$ cat src/rtl/branch_history_table_if.sv
// rtl/branch_history_table_if.sv - lookup/update/prediction bundle for branch_history_table
//
// Purpose: groups the request and response signals of the branch history table.
// Ports (master = requester, slave = table):
//   lookup_en, lookup_pc                  prediction request
//   update_en, update_pc, update_taken    resolved-branch training
//   pred_valid, pred_taken, pred_cnt      registered prediction response
//   busy                                  table initialisation in progress
interface branch_history_table_if #(
  parameter int CNT_W = 2,
  parameter int PC_W  = 16
) ();
  logic             lookup_en;
  logic [PC_W-1:0]  lookup_pc;
  logic             update_en;
  logic [PC_W-1:0]  update_pc;
  logic             update_taken;
  logic             pred_valid;
  logic             pred_taken;
  logic [CNT_W-1:0] pred_cnt;
  logic             busy;

  modport master (
    output lookup_en, lookup_pc, update_en, update_pc, update_taken,
    input  pred_valid, pred_taken, pred_cnt, busy
  );

  modport slave (
    input  lookup_en, lookup_pc, update_en, update_pc, update_taken,
    output pred_valid, pred_taken, pred_cnt, busy
  );
endinterface

$ cat src/rtl/branch_history_table.sv
// rtl/branch_history_table.sv - saturating-counter branch history table with init sweep
//
// Purpose: 2^IDX_W entries of CNT_W-bit saturating counters. Lookups return the
// indexed counter one cycle later; updates train the counter toward the outcome.
// After reset an INIT sweep writes weak not-taken into every entry, one per cycle.
// Optional macro: BHT_GSHARE_EN - index is pc XOR a global history register.
// Ports:
//   clk  rising-edge clock
//   rst  synchronous active-high reset
//   bus  branch_history_table_if.slave (lookup, update, prediction, busy)
module branch_history_table #(
  parameter int IDX_W = 4,
  parameter int CNT_W = 2,
  parameter int PC_W  = 16
) (
  input logic                   clk,
  input logic                   rst,
  branch_history_table_if.slave bus
);

  localparam int ENTRIES = 1 << IDX_W;

  localparam logic [0:0] ST_INIT = 1'b0;
  localparam logic [0:0] ST_RUN  = 1'b1;

  localparam logic [CNT_W-1:0] CNT_MAX  = {CNT_W{1'b1}};
  // Weak not-taken: MSB clear, all lower bits set.
  localparam logic [CNT_W-1:0] INIT_VAL = {1'b0, {(CNT_W-1){1'b1}}};

  logic [0:0]       state_q, state_d;
  logic [IDX_W-1:0] sweep_q, sweep_d;
  logic             pred_valid_q, pred_valid_d;
  logic             pred_taken_q, pred_taken_d;
  logic [CNT_W-1:0] pred_cnt_q, pred_cnt_d;

  // Table has no reset; the INIT sweep defines its contents.
  logic [CNT_W-1:0] table_q [ENTRIES];

  logic             busy;
  logic             lookup_acc;
  logic             update_acc;
  logic [IDX_W-1:0] lookup_idx;
  logic [IDX_W-1:0] update_idx;
  logic [CNT_W-1:0] upd_cur;
  logic [CNT_W-1:0] upd_next;
  logic             wr_en;
  logic [IDX_W-1:0] wr_idx;
  logic [CNT_W-1:0] wr_val;

  // Upper PC bits do not participate in indexing.
  logic unused_pc_bits;
  assign unused_pc_bits = ^{bus.lookup_pc, bus.update_pc};

`ifdef BHT_GSHARE_EN
  logic [IDX_W-1:0] ghr_q, ghr_d;
`endif

  always_comb begin
    busy       = (state_q == ST_INIT);
    lookup_acc = bus.lookup_en && !busy;
    update_acc = bus.update_en && !busy;

`ifdef BHT_GSHARE_EN
    // Both ports hash with the pre-shift history of this cycle.
    lookup_idx = bus.lookup_pc[IDX_W-1:0] ^ ghr_q;
    update_idx = bus.update_pc[IDX_W-1:0] ^ ghr_q;
    ghr_d      = update_acc ? {ghr_q[IDX_W-2:0], bus.update_taken} : ghr_q;
`else
    lookup_idx = bus.lookup_pc[IDX_W-1:0];
    update_idx = bus.update_pc[IDX_W-1:0];
`endif

    upd_cur = table_q[update_idx];
    if (bus.update_taken) begin
      upd_next = (upd_cur == CNT_MAX) ? upd_cur : upd_cur + 1'b1;
    end else begin
      upd_next = (upd_cur == '0) ? upd_cur : upd_cur - 1'b1;
    end

    // INIT and RUN never write in the same cycle, so one write port suffices.
    if (busy) begin
      wr_en  = 1'b1;
      wr_idx = sweep_q;
      wr_val = INIT_VAL;
    end else begin
      wr_en  = update_acc;
      wr_idx = update_idx;
      wr_val = upd_next;
    end

    sweep_d = busy ? sweep_q + 1'b1 : sweep_q;
    state_d = (busy && (sweep_q == {IDX_W{1'b1}})) ? ST_RUN : state_q;

    // Lookup reads the array before this cycle's write lands: pre-update value.
    pred_valid_d = lookup_acc;
    pred_cnt_d   = lookup_acc ? table_q[lookup_idx] : pred_cnt_q;
    pred_taken_d = lookup_acc ? table_q[lookup_idx][CNT_W-1] : pred_taken_q;
  end

  always_ff @(posedge clk) begin
    if (rst) begin
      state_q      <= ST_INIT;
      sweep_q      <= '0;
      pred_valid_q <= 1'b0;
      pred_taken_q <= 1'b0;
      pred_cnt_q   <= '0;
    end else begin
      state_q      <= state_d;
      sweep_q      <= sweep_d;
      pred_valid_q <= pred_valid_d;
      pred_taken_q <= pred_taken_d;
      pred_cnt_q   <= pred_cnt_d;
    end
  end

`ifdef BHT_GSHARE_EN
  always_ff @(posedge clk) begin
    if (rst) begin
      ghr_q <= '0;
    end else begin
      ghr_q <= ghr_d;
    end
  end
`endif

  always_ff @(posedge clk) begin
    if (!rst && wr_en) begin
      table_q[wr_idx] <= wr_val;
    end
  end

  assign bus.busy       = busy;
  assign bus.pred_valid = pred_valid_q;
  assign bus.pred_taken = pred_taken_q;
  assign bus.pred_cnt   = pred_cnt_q;

endmodule

$ cat src/flat_wrapper.sv
// flat-port wrapper written by rule: the top's interface ports become plain ports
module branch_history_table_flat 
#(
  parameter int IDX_W = 4,
  parameter int CNT_W = 2,
  parameter int PC_W  = 16
)
  (clk, rst, bus_lookup_en, bus_lookup_pc, bus_update_en, bus_update_pc, bus_update_taken, bus_pred_valid, bus_pred_taken, bus_pred_cnt, bus_busy);
  branch_history_table_if #(.CNT_W(CNT_W), .PC_W(PC_W)) bus_i ();
  input logic clk;
  input logic rst;
  input wire logic [$bits(bus_i.lookup_en)-1:0] bus_lookup_en;
  input wire logic [$bits(bus_i.lookup_pc)-1:0] bus_lookup_pc;
  input wire logic [$bits(bus_i.update_en)-1:0] bus_update_en;
  input wire logic [$bits(bus_i.update_pc)-1:0] bus_update_pc;
  input wire logic [$bits(bus_i.update_taken)-1:0] bus_update_taken;
  output wire logic [$bits(bus_i.pred_valid)-1:0] bus_pred_valid;
  output wire logic [$bits(bus_i.pred_taken)-1:0] bus_pred_taken;
  output wire logic [$bits(bus_i.pred_cnt)-1:0] bus_pred_cnt;
  output wire logic [$bits(bus_i.busy)-1:0] bus_busy;
  assign bus_i.lookup_en = bus_lookup_en;
  assign bus_i.lookup_pc = bus_lookup_pc;
  assign bus_i.update_en = bus_update_en;
  assign bus_i.update_pc = bus_update_pc;
  assign bus_i.update_taken = bus_update_taken;
  assign bus_pred_valid = bus_i.pred_valid;
  assign bus_pred_taken = bus_i.pred_taken;
  assign bus_pred_cnt = bus_i.pred_cnt;
  assign bus_busy = bus_i.busy;
  branch_history_table #(.IDX_W(IDX_W), .CNT_W(CNT_W), .PC_W(PC_W)) u_core (.clk(clk), .rst(rst), .bus(bus_i));
endmodule
$ cat config.mk
export PLATFORM = sky130hd
export DESIGN_NAME = branch_history_table_flat
export DESIGN_NICKNAME = d
export VERILOG_FILES = /design/src/rtl/branch_history_table_if.sv /design/src/rtl/branch_history_table.sv /design/src/flat_wrapper.sv
export SDC_FILE = /design/constraint.sdc
export NUM_CORES = 1
export LEC_CHECK = 0
export ABC_CLOCK_PERIOD_IN_PS = 2500
export CAP_MARGIN = 20
export CORE_ASPECT_RATIO = 1.5
export CORE_MARGIN = 1
export CORE_UTILIZATION = 41
export CTS_BUF_LIST = sky130_fd_sc_hd__clkbuf_16
export DETAILED_ROUTE_END_ITERATION = 8
export PLACE_DENSITY = 0.66
export SETUP_SLACK_MARGIN = 0.3
export SYNTH_ARGS = -nofsm -noshare
export SYNTH_HDL_FRONTEND = slang
export SYNTH_SLANG_ARGS = --single-unit
$ cat constraint.sdc
create_clock -name clk -period 2.5 [get_ports clk]
set_clock_uncertainty 0.2 [all_clocks]
set_input_delay 0.5 -clock clk [delete_from_list [all_inputs] [get_ports clk]]
set_output_delay 0.5 -clock clk [all_outputs]
set_load 0.05 [all_outputs]
==> flow_summary.yaml, run 1 <==
synthesis:
  yosysTopAreaCell: "edfxtp_1"
  syn_avg_cell_area_um2: 12.77
  synth.distinct_cells: 44
  netlist_area_um2: 2132
  synth_edf_count: 32
  async_flop_share_pct: 0
  synth_nets: 205
  ys_ff_latch: 40
  synthTopCellsByArea: "edfxtp_1, mux4_2, dfxtp_1, nor2_1, mux4_1"
  synthFlopType: "edfxtp_1"
  yosysSeqAreaShare_pct: 52.58
  yosys_warnings: 0
  synth.top_cell.area_share_pct: 45.07
  syn_inst: 167
placed_design:
  place_area_um2: 2544
  port_buffers: 17
  dp.final_hpwl_um: 3962
  place_congestion: 0.9861
  post-place-ws_ns: -0.7541
final_layout:
  drive_gt1_share_pct: 38.18
  nets: 257
  fill_cells: 391
  antenna_cells: 0
  mostFrequentLayoutCell: "edfxtp_1"
  fin_util_pct: 60.22
  syn_to_final_growth_pct: 39.14
  design_area_um2: 2967
  final_cell_mix: "edfxtp_1, buf_4, nor2_1"
routing:
  drc: 0
  wirelength_um: 6057
  viasPerCell: 5.941
  wire_per_inst_um: 21.18
  firstDrtPassIters: 4
  drt_iter0_drc: 165
  vias: 1699
  drtAntennaViolNets: 0
setup_path:
  r2r_setup_slack_ns: 0.17
  cp_slowest_cell: "mux4_2"
  path_buf_inv: 4
  end_kind: "flop"
  crit_chain: "buf_6 > buf_12 > mux4_2 > or3_4 > a21oi_4 > o311ai_4 > buf_12 > buf_16"
  critPathKind: "input pin to flop"
  max_stage_delay_ns: 0.52
  startpoint: "bus_update_pc[2]"
  critPathLaunchType: "input pin"
  cp_top_family: "multiplexers"
  cp-endpoint: "u_core.table_q[5][0]$_DFFE_PP_"
  crit_path_max_fanout: 8
  r2r-end: "u_core.table_q[5][0]$_DFFE_PP_"
  cp_num_cells: 8
  required_ns: 2.34
  r2r-start: "u_core.table_q[4][1]$_DFFE_PP_"
  r2r_cells: 7
  crit_top_cell: "buf_12"
  cp.arrival_ns: 2.19
pwr:
  cellLeakagePower_nw: 1.061
  fin_total_pwr_w: 0.001661
  p_per_area_nw_per_um2: 559.8
  irDropWorstVdd_mv: 0.3829
grt:
  grt_pass1_vias: 1740
  antenna_found_initial: 0
  grt_pass1_wl_um: 8983
  track_usage_pct: 23.74
  grt_max_degree: 14
  gr-total-overflow: 0
floorplan:
  core_area_um2: 4926
  die_x_um: 60.88
  die_h_um: 90.32
  dieArea_um2: 5499
  ios: 42
  initial_utilization_pct: 43.28
  num_rows: 31
cts:
  htreeDepth: 2
  cts_root_buf: "clkbuf_16"
  clock_path_buffers: 2
  clk_pin_slew_ns: 0.06
  cts_tree: "done"
  clock-sinks: 40
  clk_latency_ns: 0.28
  numCtsBuffers: 5
run_status:
  status: "completed"
min_path:
  hold_depth: 2
  hp-class: "flop to flop"
sta:
  setup_violations: 0
  finalMaxSlewViolations: 0
  rsz0062_at_grt: "true"
  period_minus_slack_ns: 2.354
  worst_slew_pin_slew_ns: 0.4985
  slew-limit-headroom_pct: 66.71
  min_period_over_period_pct: 94.14
  hold_viol_final: 0
  worst_slack_ns: 0.1464
  max_freq_mhz: 424.9
job:
  drv_cap: 0
[layout make-up]
cell class              count  area (µm²)  area share, %
clock inverters             3       42.54          1.434
flip-flops and latches     40        1121          37.79
repair buffers             54       529.3          17.84
inverters                   4       18.77         0.6326
multi-input cells         114        1047          35.30
clock buffers               5       125.1          4.218
well taps                  66       82.58          2.784
[through the flow]
stage	setup TNS [ns]	hold slack [ns]	cells
after floorplan	0	0.2687	167
after global placement	-21.91	0.2769	262
after detailed placement	-26.48	0.2905	262
after CTS	0	0.3042	282
after global routing	0	0.3114	286
final	0	0.2980	286
[timing repair]
action,4_1_cts,5_1_grt
pin swaps,4,6
endpoints found under the setup margin,64,37
hold buffers,0,0
gates cloned,2,0
resized for setup,19,16
buffers inserted,10,4
[cells in the mapped netlist (2+ instances only)]
cell and count:
a22oi_1 2, nand2_1 9, dfxtp_1 8, inv_1 4, clkbuf_8 2, o211ai_1 2, o21ai_0 3, mux2i_1 3
nor2b_1 5, clkbuf_1 2, and3_1 2, mux2_2 2, edfxtp_1 32, xnor2_1 2, buf_6 3, nor2_1 29
a31oi_1 4, nand3_1 8, mux4_1 4, nor3_1 2, mux4_2 10, a21oi_1 7
[report_power, final]
group	internal, W	switching (W)
Clock	0.000468	0.000254
Combinational	0.000107	0.000103
Sequential	0.000719	0.00000968
Total	0.00129	0.000367
[cells by family (layout without fill, tap and decap cells)]
| family | after synthesis | count (layout) | synth area share (%) |
|---|---|---|---|
| XOR/XNOR | 3 | 3 | 1.233 |
| adder cells (fa/ha/maj) | 1 | 1 | 0.5868 |
| AND/OR/NAND/NOR | 63 | 63 | 14.09 |
| buffers and inverters | 14 | 66 | 4.988 |
| AO/OA/AOI/OAI | 27 | 28 | 8.568 |
| multiplexers | 19 | 19 | 17.96 |
| flip-flops | 40 | 40 | 52.58 |
[worst register-to-register path: stages (launching register included)]
cell and delay, ns:
edfxtp_1 0.43, mux4_1 0.61, nor2_1 0.14, o21ai_1 0.12
a21oi_4 0.16, o311ai_4 0.15, buf_12 0.16, buf_16 0.13
[how the worst min path moves through the flow]
stage | slack [ns] | end | start
final | 0.30 | u_core.bus.pred_cnt[0]$_SDFFE_PP0P_ | u_core.bus.pred_cnt[0]$_SDFFE_PP0P_
after global routing | 0.31 | u_core.bus.pred_cnt[0]$_SDFFE_PP0P_ | u_core.bus.pred_cnt[0]$_SDFFE_PP0P_
after global placement | 0.28 | u_core.bus.pred_cnt[0]$_SDFFE_PP0P_ | u_core.bus.pred_cnt[0]$_SDFFE_PP0P_
after floorplan | 0.27 | u_core.state_q$_SDFFE_PP0P_ | u_core.sweep_q[2]$_SDFFE_PP0N_
after CTS | 0.30 | u_core.bus.pred_cnt[0]$_SDFFE_PP0P_ | u_core.bus.pred_cnt[0]$_SDFFE_PP0P_
after detailed placement | 0.29 | u_core.bus.pred_cnt[0]$_SDFFE_PP0P_ | u_core.bus.pred_cnt[0]$_SDFFE_PP0P_
[metal layers]
layer  vias up  global-route usage, %  routed length, µm
li1        743                      -                  -
met1       825                  25.94               2141
met2        94                  38.28               3051
met3        37                  5.301                378
met4         0                  17.80                485
met5         -                      0                  0
[sequential cells by signal, indices dropped and copies added (netlist names)]
name / count
u_core.table_q: 32
u_core.sweep_q: 4
u_core.bus.pred_cnt: 2
u_core.bus.pred_valid: 1
u_core.state_q: 1
(Power assumes the default switching activity.)
==> inputs of run 2 (changes only) <==
--- a/config.mk
+++ b/config.mk
@@ -7,12 +7,14 @@
 export LEC_CHECK = 0
 export ABC_CLOCK_PERIOD_IN_PS = 2500
 export CAP_MARGIN = 20
+export CELL_PAD_IN_SITES_DETAIL_PLACEMENT = 1
+export CELL_PAD_IN_SITES_GLOBAL_PLACEMENT = 1
 export CORE_ASPECT_RATIO = 1.5
 export CORE_MARGIN = 1
-export CORE_UTILIZATION = 41
+export CORE_UTILIZATION = 37
 export CTS_BUF_LIST = sky130_fd_sc_hd__clkbuf_16
 export DETAILED_ROUTE_END_ITERATION = 8
-export PLACE_DENSITY = 0.66
+export PLACE_DENSITY = 0.73
 export SETUP_SLACK_MARGIN = 0.3
 export SYNTH_ARGS = -nofsm -noshare
 export SYNTH_HDL_FRONTEND = slang
==> flow_summary.yaml, run 2 (synthesis results as in run 1) <==
run_status:
  status: "completed"
sta:
  finalMaxSlewViolations: 0
  setup_violations: 0
  min_period_over_period_pct: 93.60
  rsz0062_at_grt: "true"
  worst_slew_pin_slew_ns: 0.4999
  max_freq_mhz: 427.4
  tns_ns: 0
  slew-limit-headroom_pct: 66.68
  period_minus_slack_ns: 2.340
  hold_viol_final: 0
placed_design:
  place_area_um2: 2564
  port_buffers: 17
  placed_cells: 268
  place_congestion: 0.8071
  dp.final_hpwl_um: 4813
setup_path:
  cp.arrival_ns: 2.16
  r2r-end: "u_core.table_q[15][1]$_DFFE_PP_"
  r2r_setup_slack_ns: 0.16
  r2r_cells: 7
  critPathKind: "flop to flop"
  crit_path_max_fanout: 16
  end_kind: "flop"
  required_ns: 2.32
  r2r-start: "u_core.table_q[11][0]$_DFFE_PP_"
  critPathLaunchType: "flop"
pwr:
  intPower_w: 0.001182
  fin_total_pwr_w: 0.001523
  p_sw_w: 0.0003407
  p_per_area_nw_per_um2: 525.2
  swShare_pct: 22.38
  power_frac_seq_pct: 47.9
  irDropWorstVdd_mv: 0.3877
  p_clk_share_pct: 38.5
  comb_power_share_pct: 13.7
  cellLeakagePower_nw: 1.009
final_layout:
  drive_gt1_share_pct: 35.51
  mostFrequentLayoutCell: "edfxtp_1"
  stdcell_count: 284
  antenna_cells: 0
  design_area_um2: 2899
  nets: 251
  largest_reg_flops: 32
  regMostFlops: "u_core.table_q"
  syn_to_final_growth_pct: 35.97
  final_cell_mix: "edfxtp_1, nor2_1, buf_4"
  fin_util_pct: 52.79
min_path:
  hp-class: "flop to flop"
  min_to: "u_core.state_q$_SDFFE_PP0P_"
  hold_depth: 2
  hp-start: "u_core.sweep_q[3]$_SDFFE_PP0N_"
floorplan:
  die_h_um: 94.97
  dieArea_um2: 6076
  ios: 42
  initial_utilization_pct: 38.82
  core_area_um2: 5492
  num_rows: 33
  die_x_um: 63.98
routing:
  drt_iter0_drc: 73
  firstDrtPassIters: 4
  drc: 0
  viasPerCell: 5.715
  drtAntennaViolNets: 0
  wirelength_um: 6255
  vias: 1623
  wire_per_inst_um: 22.02
cts:
  numCtsBuffers: 5
  clock-sinks: 40
  clk_latency_ns: 0.28
  htreeDepth: 2
  clk_pin_slew_ns: 0.05
  cts_tree: "done"
  clock_path_buffers: 2
  cts_root_buf: "clkbuf_16"
  hold_buffers: 0
grt:
  grt_max_degree: 18
  grt_pass1_wl_um: 9618
  antenna_found_initial: 0
  track_usage_pct: 22.29
  grt_pass1_vias: 1783
  gr-total-overflow: 0
job:
  drv_cap: 0
## run 2: cell count changes in the layout (fill, tap and decap cells not counted), sizes merged
cell and delta:
buf -5, dlymetal6s2s -1, clkinvlp -2, dlygate4sd2 +2, bufinv -1, inv +3, a41oi -1, clkbuf -1
## run 2: how the worst max path moves through the flow
stage,startpoint,end,depth (start not counted)
after global routing,bus_update_taken,u_core.table_q[14][0]$_DFFE_PP_,7
after floorplan,bus_update_pc[3],u_core.table_q[0][0]$_DFFE_PP_,5
after CTS,bus_update_pc[3],u_core.table_q[7][0]$_DFFE_PP_,9
final,u_core.table_q[11][0]$_DFFE_PP_,u_core.table_q[15][1]$_DFFE_PP_,7
after global placement,bus_update_pc[3],u_core.table_q[12][1]$_DFFE_PP_,7
after detailed placement,bus_update_pc[2],u_core.table_q[12][1]$_DFFE_PP_,6
## run 2: stage by stage
stage | hold WS (ns) | worst slack, ns
finish | 0.2987 | 0.1601
global route | 0.3241 | 0.1063
CTS | 0.3019 | 0.1494
detailed placement | 0.2937 | -0.6163
global placement | 0.2702 | -0.4650
floorplan | 0.2687 | 0.2028
## run 2: power groups by stage
stage	sequential (W)	clock (W)	combinational, W
finish	0.000729	0.000586	0.000208
global route	0.000729	0.000615	0.000223
CTS	0.000728	0.000597	0.000197
detailed placement	0.000742	0	0.000183
global placement	0.000741	0	0.000171
floorplan	0.000739	0	0.000105
## run 2: cell type report
type | instances | area [µm²]
Inverter | 4 | 15.01
Multi-Input combinational cell | 113 | 1055
Timing Repair Buffer | 49 | 484.2
Fill cell | 565 | 2592
Clock buffer | 5 | 125.1
Tap cell | 70 | 87.58
Clock inverter | 3 | 11.26
Sequential cell | 40 | 1121
## run 2: layer usage
layer	vias to the layer above	GRT usage (%)	wire [µm]
met2	66	40.16	3447
met5	-	0	0
met3	28	3.744	236
li1	723	-	-
met1	806	22.65	2186
met4	0	17.05	384
## run 2: repair_timing
| action | in CTS | in global routing |
|---|---|---|
| buffers inserted | 7 | 0 |
| gates cloned | 1 | 0 |
| pin swaps | 5 | 4 |
| resized for setup | 25 | 12 |
| endpoints found under the setup margin | 60 | 33 |
## run 2: worst max-delay path: stages (launching register included)
cell and delay [ns]:
edfxtp_1 0.44, mux4_2 0.52, and3_4 0.18, a31oi_4 0.20, buf_4 0.15, buf_6 0.09
a41oi_4 0.12, buf_12 0.17
==> RTL change 1 (flow settings as in run 1) <==
`CNT_W` is set to 2 in 3 places; all go to 4. Comments in the files are not updated.
--- a/src/rtl/branch_history_table_if.sv
+++ b/src/rtl/branch_history_table_if.sv
@@ -9,3 +9,3 @@
 interface branch_history_table_if #(
-  parameter int CNT_W = 2,
+  parameter int CNT_W = 4,
   parameter int PC_W  = 16
--- a/src/rtl/branch_history_table.sv
+++ b/src/rtl/branch_history_table.sv
@@ -12,3 +12,3 @@
   parameter int IDX_W = 4,
-  parameter int CNT_W = 2,
+  parameter int CNT_W = 4,
   parameter int PC_W  = 16
--- a/src/flat_wrapper.sv
+++ b/src/flat_wrapper.sv
@@ -4,3 +4,3 @@
   parameter int IDX_W = 4,
-  parameter int CNT_W = 2,
+  parameter int CNT_W = 4,
   parameter int PC_W  = 16
Interface: changed (resized bus_pred_cnt); port bits go from 42 to 44. No check against the original RTL was run, so the function may have changed too.
==> RTL change 1 against run 1 <==
The run now ends with negative setup slack left; fmax shrank 17%; synthesized area rose by 76%; total power is 75% higher; critical path depth up 6; final area rose by 76%; sequential power is 84% higher; wire length rose by 67%; worst setup slack got worse by 0.48 ns; die area increased by 74%; sequential cell count up 34.
==> RTL change 1: results (changes against run 1) <==
run status finished with violations (was finished clean); failing checks negative setup slack; final setup vio count 64 (was 0); global-route wire length before repair 14.7 mm (was 8.98 mm); placed inst area 4460 µm² (was 2540 µm²); Detailed Route Iter0 Violations 233 (was 165); Pint 2.26 mW (was 1.29 mW); FF-to-FF path depth 11 (was 7); Post-synth EDFFs 64 (was 32); clk pwr 1.18 mW (was 0.722 mW); via count 2549 (was 1699); htree depth 3 (was 2); Port Buffers 19 (was 17); vias in the first global route 2621 (was 1740); post-cts sizing count 50 (was 19); Synth area leaders edfxtp_1, mux4_2, mux4_1, dfxtp_1, nor2_1 (was edfxtp_1, mux4_2, dfxtp_1, nor2_1, mux4_1); Post-Route WL 10.1 mm (was 6.06 mm); Pleak 1.91 nW (was 1.06 nW); adder-cell share of the synthesized area 0.0100 (was 0.00587); Comb. pwr 0.383 mW (was 0.210 mW); FILL cells 655 (was 391); post-CTS setup buffers 19 (was 10); Crit path max-delay family buffers and inverters (was multiplexers); Commonest cells post-synth edfxtp_1, mux4_2, nor2_1 (was edfxtp_1, nor2_1, mux4_2); crit path max fanout 16 (was 8); GRT Util Overall 0.223 (was 0.237); pre-CTS WS -1.34 ns (was -0.754 ns); largest net degree at the start of global routing 21 (was 14); WP data arrival 2.72 ns (was 2.19 ns); Worst Tran Pin Value 0.499 ns (about the same); number of flip-flops in the largest register 64 (was 32); syn avg cell area 15.8 µm² (was 12.8 µm²); clock network fraction of total power 0.406 (was 0.435); clk_lat worst skew 0.33 ns (was 0.28 ns); synthesized net count 278 (was 205); register area share after synthesis 0.565 (was 0.526); crit path capture u_core.table_q[14][0]$_DFFE_PP_ (was u_core.table_q[5][0]$_DFFE_PP_); Final Cell Area 5230 µm² (was 2970 µm²); CP Launch Point bus_update_pc[0] (was bus_update_pc[2]); FF-to-FF setup slack -0.33 ns (was 0.17 ns); HPWL Detailed 6.51 mm (was 3.96 mm); total CTS buffers 9 (was 5); Routability Congestion 0.868 (was 0.986); final setup margin -0.339 ns (was 0.146 ns); library cells used by synthesis 45 (was 44); setup TNS -19.07 ns (was 0 ns); worst flop-to-flop path startpoint u_core.table_q[3][1]$_DFFE_PP_ (was u_core.table_q[4][1]$_DFFE_PP_); Synth Area in Compound Gates 0.0517 (was 0.0857); VDD IR max 0.391 mV (was 0.383 mV); nets 370 (was 257); post-synthesis mux area share 0.229 (was 0.180); Finished Layout Cells 445 (was 286); share of layout cells above drive strength 1 0.463 (was 0.382); xor and xnor fraction of the mapped netlist area 0.00467 (was 0.0123)
-- RTL change 1: changes by cell type after synthesis, moves of 6 or more --
cell and delta:
mux4_2 +16, nand2_1 +7, mux4_1 +6, edfxtp_1 +32
-- RTL change 1: cell type report --
| cell class | count | area share |
|---|---|---|
| tap | 110 | 0.0263 |
| clock inverter | 6 | 0.00575 |
| clock buffer | 10 | 0.0479 |
| inverter | 7 | 0.00503 |
| timing repair buffer | 94 | 0.198 |
| sequential | 74 | 0.406 |
| multi-input combinational | 144 | 0.311 |
-- RTL change 1: worst min-delay path by stage --
stage               cells past startpoint                                 from  slack, ns                             endpoint
finish                                  2  u_core.bus.pred_cnt[0]$_SDFFE_PP0P_       0.26  u_core.bus.pred_cnt[0]$_SDFFE_PP0P_
floorplan                               2       u_core.sweep_q[0]$_SDFFE_PP0N_       0.27       u_core.sweep_q[0]$_SDFFE_PP0N_
detailed placement                      2  u_core.bus.pred_cnt[1]$_SDFFE_PP0P_       0.25  u_core.bus.pred_cnt[1]$_SDFFE_PP0P_
global placement                        2  u_core.bus.pred_cnt[0]$_SDFFE_PP0P_       0.24  u_core.bus.pred_cnt[0]$_SDFFE_PP0P_
global route                            2  u_core.bus.pred_cnt[0]$_SDFFE_PP0P_       0.28  u_core.bus.pred_cnt[0]$_SDFFE_PP0P_
CTS                                     2  u_core.bus.pred_cnt[1]$_SDFFE_PP0P_       0.26  u_core.bus.pred_cnt[1]$_SDFFE_PP0P_
-- RTL change 1: metal layers --
| layer | part of all wire | vias to the layer above | GRT usage |
|---|---|---|---|
| li1 | - | 1151 | - |
| met1 | 0.36 | 1286 | 0.233 |
| met2 | 0.56 | 86 | 0.411 |
| met3 | 0.036 | 26 | 0.0352 |
| met4 | 0.046 | 0 | 0.126 |
| met5 | 0 | - | 0 |
==> RTL change 2 (config.mk and constraints of run 1) <==
Without the edit above. Add a define of `BHT_GSHARE_EN`.
--- a/src/rtl/branch_history_table.sv
+++ b/src/rtl/branch_history_table.sv
@@ -10,2 +10,4 @@
 //   bus  branch_history_table_if.slave (lookup, update, prediction, busy)
+`define BHT_GSHARE_EN
+
 module branch_history_table #(
Function: no difference found for any inputs over 10 cycles, from zero or initial values and one cycle with rst high; that may be too few to reach the edited logic, so the function may still have changed.
==> RTL change 2 against run 1 <==
The run now ends with negative setup slack left; die area grew 6.6%; sequential cell count increased by 4; count of clock-buffer cells in the layout unchanged; wire length fell by 1.8%; total power up 4.0%; final area rose by 5.9%; hold slack got worse by 0.00068 ns; cell count is 3.5% higher; sequential share of layout area grew 0.56 points; worst setup slack got worse by 0.17 ns; synthesized area increased by 6.8%; via count grew 2.3%; first-iteration DRC count down 28%.
==> RTL change 2: results (changes against run 1) <==
global-route wire length before repair 9.39 mm (was 8.98 mm); Commonest cells post-synth edfxtp_1, nor2_1, a21oi_1, mux4_2, dfxtp_1 (was edfxtp_1, nor2_1, mux4_2); setup TNS -0.347 ns (was 0 ns); VDD IR max 0.415 mV (was 0.383 mV); switching share of power 0.214 (was 0.221); clk_lat worst skew 0.28 ns (about the same); bufs w/o clock 53 (was 54); Routability Congestion 0.855 (was 0.986); HPWL Detailed 3.90 mm (was 3.96 mm); FILL cells 395 (was 391); GRT Util Overall 0.221 (was 0.237); clk cell area share 0.0534 (was 0.0565); register area 1200 µm² (was 1120 µm²); Sequential Power Share 0.456 (was 0.439); Logic inverters 3 (was 4); pre-CTS WS -1.02 ns (was -0.754 ns); Worst Tran Pin Value 0.812 ns (was 0.499 ns); Crit path max-delay family compound AO/OA/AOI/OAI gates (was multiplexers); adder-cell share of the synthesized area 0.00549 (was 0.00587); Multi-In Gates 120 (was 114); Finished Layout Cells 296 (was 286); syn avg cell area 13.1 µm² (was 12.8 µm²); Synth Area in Compound Gates 0.0879 (was 0.0857); met2 usage 0.412 (was 0.383); Comb pwr share 0.121 (was 0.126); Final Cell Area 3140 µm² (was 2970 µm²); final setup vio count 22 (was 0); crit path max fanout 10 (was 8); synthesized net count 212 (was 205); Final Critical Period 2.52 ns (was 2.35 ns); register area share after synthesis 0.527 (was 0.526); nets 265 (was 257); failing checks negative setup slack; xor and xnor fraction of the mapped netlist area 0.0692 (was 0.0123); placed inst area 2700 µm² (was 2540 µm²); largest net degree at the start of global routing 15 (was 14); WP data arrival 2.47 ns (was 2.19 ns); Clock Pin Slew Worst Setup and Hold Paths 0.06 ns (about the same); Pleak 1.15 nW (was 1.06 nW); multi-input combinational cell area 1190 µm² (was 1050 µm²); WL met3 346 µm (was 378 µm); Via-to-Cell Ratio 5.87 (was 5.94); met3 Track Usage GR 0.0537 (was 0.0530); Detailed Route Iter0 Violations 119 (was 165); library cells used by synthesis 33 (was 44); DR WL met2 3.19 mm (was 3.05 mm); Post-Route WL 5.95 mm (was 6.06 mm); synthesized flop and latch total 44 (was 40); Layout non-clock buf frac 0.154 (was 0.178); WL met1 2.11 mm (was 2.14 mm); post-synthesis mux area share 0.168 (was 0.180); final setup margin -0.0204 ns (was 0.146 ns); run status finished with violations (was finished clean); share of layout cells above drive strength 1 0.417 (was 0.382); met1 Usage GRT 0.219 (was 0.259); TAP cells 68 (was 66); vias in the first global route 1887 (was 1740); Tot Pwr 1.73 mW (was 1.66 mW)
## RTL change 2: what timing repair did
item,4_1_cts,5_1_grt
setup endpoints to repair,64,68
setup buffers,12,1
hold buffers,0,0
gates cloned,1,0
resized for setup,35,20
pin swaps,13,7
## RTL change 2: final timing paths
kind	to	cells after the start	slack, ns	start
worst max-delay path	u_core.table_q[2][0]$_DFFE_PP_	7	-0.02	u_core.ghr_q[0]$_SDFFE_PP0P_
worst min-delay path	u_core.state_q$_SDFFE_PP0P_	2	0.30	u_core.sweep_q[2]$_SDFFE_PP0N_
worst max register to register	u_core.table_q[2][0]$_DFFE_PP_	7	-0.02	u_core.ghr_q[0]$_SDFFE_PP0P_
worst min register to register	u_core.state_q$_SDFFE_PP0P_	2	0.30	u_core.sweep_q[2]$_SDFFE_PP0N_
